File: src/rtl/cbus_arbiter.sv
// Round-robin arbiter that shares one cache bus between NUM_MASTERS cache controllers.
// Optional per-master grant/wait statistics are compiled in with `define CBUS_ARB_STAT_EN.
package cbus_pkg;
  typedef struct packed {
    logic        valid;
    logic        is_write;
    logic [2:0]  size;
    logic [31:0] addr;
    logic [3:0]  strobe;
    logic [31:0] data;
    logic [7:0]  len;
  } cbus_req_t;

  typedef struct packed {
    logic        ready;
    logic        last;
    logic [31:0] data;
  } cbus_resp_t;
endpackage

module cbus_arbiter
  import cbus_pkg::*;
#(
  parameter int NUM_MASTERS = 2,
  parameter int IDX_W       = $clog2(NUM_MASTERS)
) (
  input  logic       clk,
  input  logic       reset,
  input  cbus_req_t  ireqs  [NUM_MASTERS],
  output cbus_resp_t oresps [NUM_MASTERS],
  output cbus_req_t  oreq,
  input  cbus_resp_t iresp
);

  typedef enum logic {IDLE = 1'b0, BUSY = 1'b1} state_t;

  state_t           state;
  logic [IDX_W-1:0] grant_idx;
  logic [IDX_W-1:0] rr_ptr;
  logic [IDX_W-1:0] winner;
  logic [IDX_W-1:0] next_ptr;
  logic [IDX_W:0]   cand;
  logic             any_valid;
  logic             burst_done;

  // First valid master scanning rr_ptr, rr_ptr+1, ... modulo NUM_MASTERS.
  always_comb begin
    // NOTE: every always_comb output gets a default before any branch so no latch is inferred.
    any_valid = 1'b0;
    winner    = '0;
    cand      = '0;
    for (int k = 0; k < NUM_MASTERS; k++) begin
      cand = {1'b0, rr_ptr} + (IDX_W+1)'(k);
      if (cand >= (IDX_W+1)'(NUM_MASTERS)) cand = cand - (IDX_W+1)'(NUM_MASTERS);
      if (!any_valid && ireqs[cand[IDX_W-1:0]].valid) begin
        any_valid = 1'b1;
        winner    = cand[IDX_W-1:0];
      end
    end
  end

  assign burst_done = iresp.ready && iresp.last;
  assign next_ptr   = (grant_idx == IDX_W'(NUM_MASTERS - 1)) ? '0 : grant_idx + IDX_W'(1);

  always_ff @(posedge clk or posedge reset) begin
    // NOTE: sequential state uses non-blocking assignments so all registers update together.
    if (reset) begin
      state     <= IDLE;
      grant_idx <= '0;
      rr_ptr    <= '0;
    end else begin
      case (state)
        IDLE: if (any_valid) begin
          grant_idx <= winner;
          state     <= BUSY;
        end
        BUSY: if (burst_done) begin
          state  <= IDLE;
          rr_ptr <= next_ptr;
        end
      endcase
    end
  end

  // Outputs are gated by state, so an async reset zeroes them in the same cycle.
  always_comb begin
    oreq = '0;
    for (int i = 0; i < NUM_MASTERS; i++) begin
      oresps[i] = '0;
      if (state == BUSY && grant_idx == IDX_W'(i)) oresps[i] = iresp;
    end
    if (state == BUSY) oreq = ireqs[grant_idx];
  end

`ifdef CBUS_ARB_STAT_EN
  logic [31:0] grant_cnt [NUM_MASTERS];
  logic [31:0] wait_cnt  [NUM_MASTERS];

  always_ff @(posedge clk or posedge reset) begin
    // NOTE: these counter arrays are a handful of flops, not a RAM, so they take a real reset.
    if (reset) begin
      for (int i = 0; i < NUM_MASTERS; i++) begin
        grant_cnt[i] <= '0;
        wait_cnt[i]  <= '0;
      end
    end else begin
      for (int i = 0; i < NUM_MASTERS; i++) begin
        if (state == IDLE && any_valid && winner == IDX_W'(i))
          grant_cnt[i] <= grant_cnt[i] + 32'd1;
        if (ireqs[i].valid && !(state == BUSY && grant_idx == IDX_W'(i)))
          wait_cnt[i] <= wait_cnt[i] + 32'd1;
      end
    end
  end
`endif

endmodule

File: config.mk
export PLATFORM = sky130hd
export DESIGN_NAME = cbus_arbiter
export DESIGN_NICKNAME = d
export VERILOG_FILES = /design/src/rtl/cbus_arbiter.sv
export SDC_FILE = /design/constraint.sdc
export NUM_CORES = 1
export LEC_CHECK = 0
export ABC_AREA = 1
export CAP_MARGIN = 5
export CORE_AREA = 8 8 129 131
export CTS_CLUSTER_DIAMETER = 40
export DETAILED_ROUTE_END_ITERATION = 10
export DIE_AREA = 0 0 137 139
export GPL_ROUTABILITY_DRIVEN = 1
export SYNTH_ARGS = -nofsm -noshare
export SYNTH_HDL_FRONTEND = slang
export SYNTH_SLANG_ARGS = --single-unit
File: constraint.sdc
create_clock -name clk -period 3.2 [get_ports clk]
set_input_delay 0.96 -clock clk [delete_from_list [all_inputs] [get_ports clk]]
set_output_delay 0.96 -clock clk [all_outputs]
set_load 0.005 [all_outputs]
==> impl_metrics.json <==
{
  "status": "complete, no violations",
  "p_int_mw": 1.252,
  "ios": 347,
  "grt_max_degree": 47,
  "fp.dieH_um": 139,
  "antenna_found_initial": 1,
  "clock_skew_ns": 0.001886,
  "cts_sinks": 3,
  "min_period_ns": 3.149,
  "r2r_cells": 3,
  "hold_viol": 0,
  "clockPowerShare_pct": 9.9,
  "synth_nets": 588,
  "grt_pass1_wl_um": 18920,
  "rows": 45,
  "synth.distinct_cells": 13,
  "root_buffer": "clkbuf_16",
  "gp_congestion": 0.7642,
  "die_area_um2": 19040,
  "max_freq_mhz": 317.5,
  "portBuffers": 346,
  "final_layout_size_suffix_gt1_share_pct": 2.069,
  "p_leak_nw": 2.558,
  "yosys_warnings": 0,
  "area_delta_synth_final_pct": 235.8,
  "ys_seq_area_share_pct": 4.717,
  "drv_slew": 0,
  "clk_pin_slew_ns": 0.03,
  "globalRouteOverflowTotal": 0,
  "setup_viol": 0,
  "track_usage_pct": 12.45,
  "routed_via_density": 3.663,
  "cp-start-kind": "primary input",
  "min_path_type": "flop to flop",
  "pwr-share-comb_pct": 87.3,
  "avgSynthCellArea_um2": 4.081,
  "pwr-share-seq_pct": 2.9,
  "worst_pin_slew_ns": 0.3875,
  "wl_per_cell_um": 14.42,
  "min_path_cells": 2,
  "drt-total-wl_um": 13180,
  "ctsLongestPathBuffers": 2,
  "cp.arrival_ns": 2.19,
  "drc": 0,
  "fin_nets": 924,
  "ant_nets": 0,
  "worstSkewPairLatency_ns": 0.22,
  "die_x_um": 137,
  "h-tree-depth": 1,
  "cp.required_ns": 2.24,
  "grt_pass1_vias": 3386,
  "syn-cell-area_um2": 1592,
  "tns_ns": 0,
  "criticalPathCategory": "primary input to primary output",
  "cts_tree": "done",
  "drtPass1Iterations": 4,
  "final_common_cell": "clkdlybuf4s50_1",
  "relSlewSlack_pct": 74.17,
  "max_cap_violations": 0,
  "p_per_area_nw_per_um2": 378.8,
  "hpwl_um": 11330,
  "first_iter_violations": 95,
  "final_cell_mix": "clkdlybuf4s50_1 (343), nand2_1 (246), nor2_1 (68), inv_1 (39), nand3_1 (5)",
  "p_switching_uw": 772.7,
  "coreArea_um2": 14750,
  "min_period_over_period_pct": 98.42,
  "synth_seq_cells": 3,
  "cts_hold_buf": 0,
  "endpoint_kind": "primary output",
  "route.vias.total": 3348,
  "post_cts_buffers": 0,
  "peakVddDrop_v": 0.0002403,
  "initial_core_util_pct": 10.79,
  "numCtsBuffers": 3,
  "synthCells": 390,
  "crit_fanout": 2,
  "rsz0062_at_grt": "false",
  "p_total_mw": 2.025,
  "swShare_pct": 38.17
}
[metrics by stage]
stage / util, % / setup WS (ns) / area (µm²) / hold WS (ns) / std cells
global route: 36.23 / 0.0003095 / 5345 / 0.5249 / 914
finish: 36.23 / 0.05069 / 5345 / 0.4885 / 914
floorplan: - / 1.056 / 1592 / 0.4491 / 390
detailed placement: 35.61 / -0.08625 / 5254 / 0.4812 / 909
CTS: 36.17 / 0.001050 / 5335 / 0.4884 / 913
global placement: 35.61 / -0.08760 / 5254 / 0.4814 / 909
[synth_stat cells]
library cell	n	share of area, %
nand2_2	1	0.39
inv_1	39	9.2
o21ai_0	1	0.31
nand2_1	246	58
buf_2	11	3.5
clkbuf_1	3	0.71
and2_1	1	0.39
buf_4	8	3.8
nor2_1	69	16
nor2_4	1	0.71
dfrtp_1	3	4.7
nand3_1	5	1.6
inv_2	2	0.47
[path summary, 6_finish.rpt]
path,end,slack [ns],start
min in group asynchronous,rr_ptr,0.93,reset
setup / recovery,oresps[60],0.05,iresp[26]
hold reg to reg,rr_ptr,0.49,rr_ptr
max in group asynchronous,grant_idx,2.14,reset
setup reg to reg,grant_idx,2.04,state
hold / removal,rr_ptr,0.49,rr_ptr
[worst max-delay path, cell delays in order]
cell	delay, ns
clkdlybuf4s50_1	0.45
inv_1	0.06
nor2_2	0.16
clkdlybuf4s50_1	0.56
[power by group through the flow]
| stage | Clock [mW] | Combinational, mW | Sequential, mW |
|---|---|---|---|
| 4_1_cts | 0.204 | 1.82 | 0.0576 |
| 3_5_place_dp | 0 | 1.81 | 0.0579 |
| 2_1_floorplan | 0 | 0.601 | 0.0556 |
| 6_report | 0.200 | 1.77 | 0.0578 |
| 5_1_grt | 0.206 | 1.94 | 0.0588 |
| 3_3_place_gp | 0 | 1.81 | 0.0584 |
[state kept, by name, indices dropped and copies added (netlist names)]
name and cells:
state 1, rr_ptr 1, grant_idx 1
[kinds of logic (layout without fill, tap and decap cells)]
family / Yosys count / after routing / share of synthesized area [%]
flops: 3 / 3 / 4.717
compound gates: 1 / 1 / 0.3142
other cells: 0 / 1 / 0
buf+inv: 63 / 398 / 17.61
simple gates: 323 / 323 / 77.36
[metal layers]
| layer | vias up | global-route usage (%) | routed length, µm |
|---|---|---|---|
| met1 | 1368 | 12.58 | 4682 |
| met5 | - | 0 | 0 |
| met4 | 0 | 1.430 | 87 |
| li1 | 1786 | - | - |
| met3 | 4 | 5.761 | 1866 |
| met2 | 190 | 23.12 | 6544 |
[area by class of cell]
| cell class | count | area [µm²] |
|---|---|---|
| Antenna cell | 1 | 2.502 |
| Clock buffer | 4 | 78.83 |
| Fill cell | 1592 | 9407 |
| Inverter | 41 | 153.9 |
| Multi-Input combinational cell | 324 | 1239 |
| Sequential cell | 3 | 75.07 |
| Tap cell | 188 | 235.2 |
| Timing Repair Buffer | 353 | 3561 |
[repair_timing]
item,in CTS,in global routing
setup endpoints to repair,1,3
resized for setup,1,3
hold endpoints to repair,0,0
No activity file was read; power rests on OpenSTA's default activity.
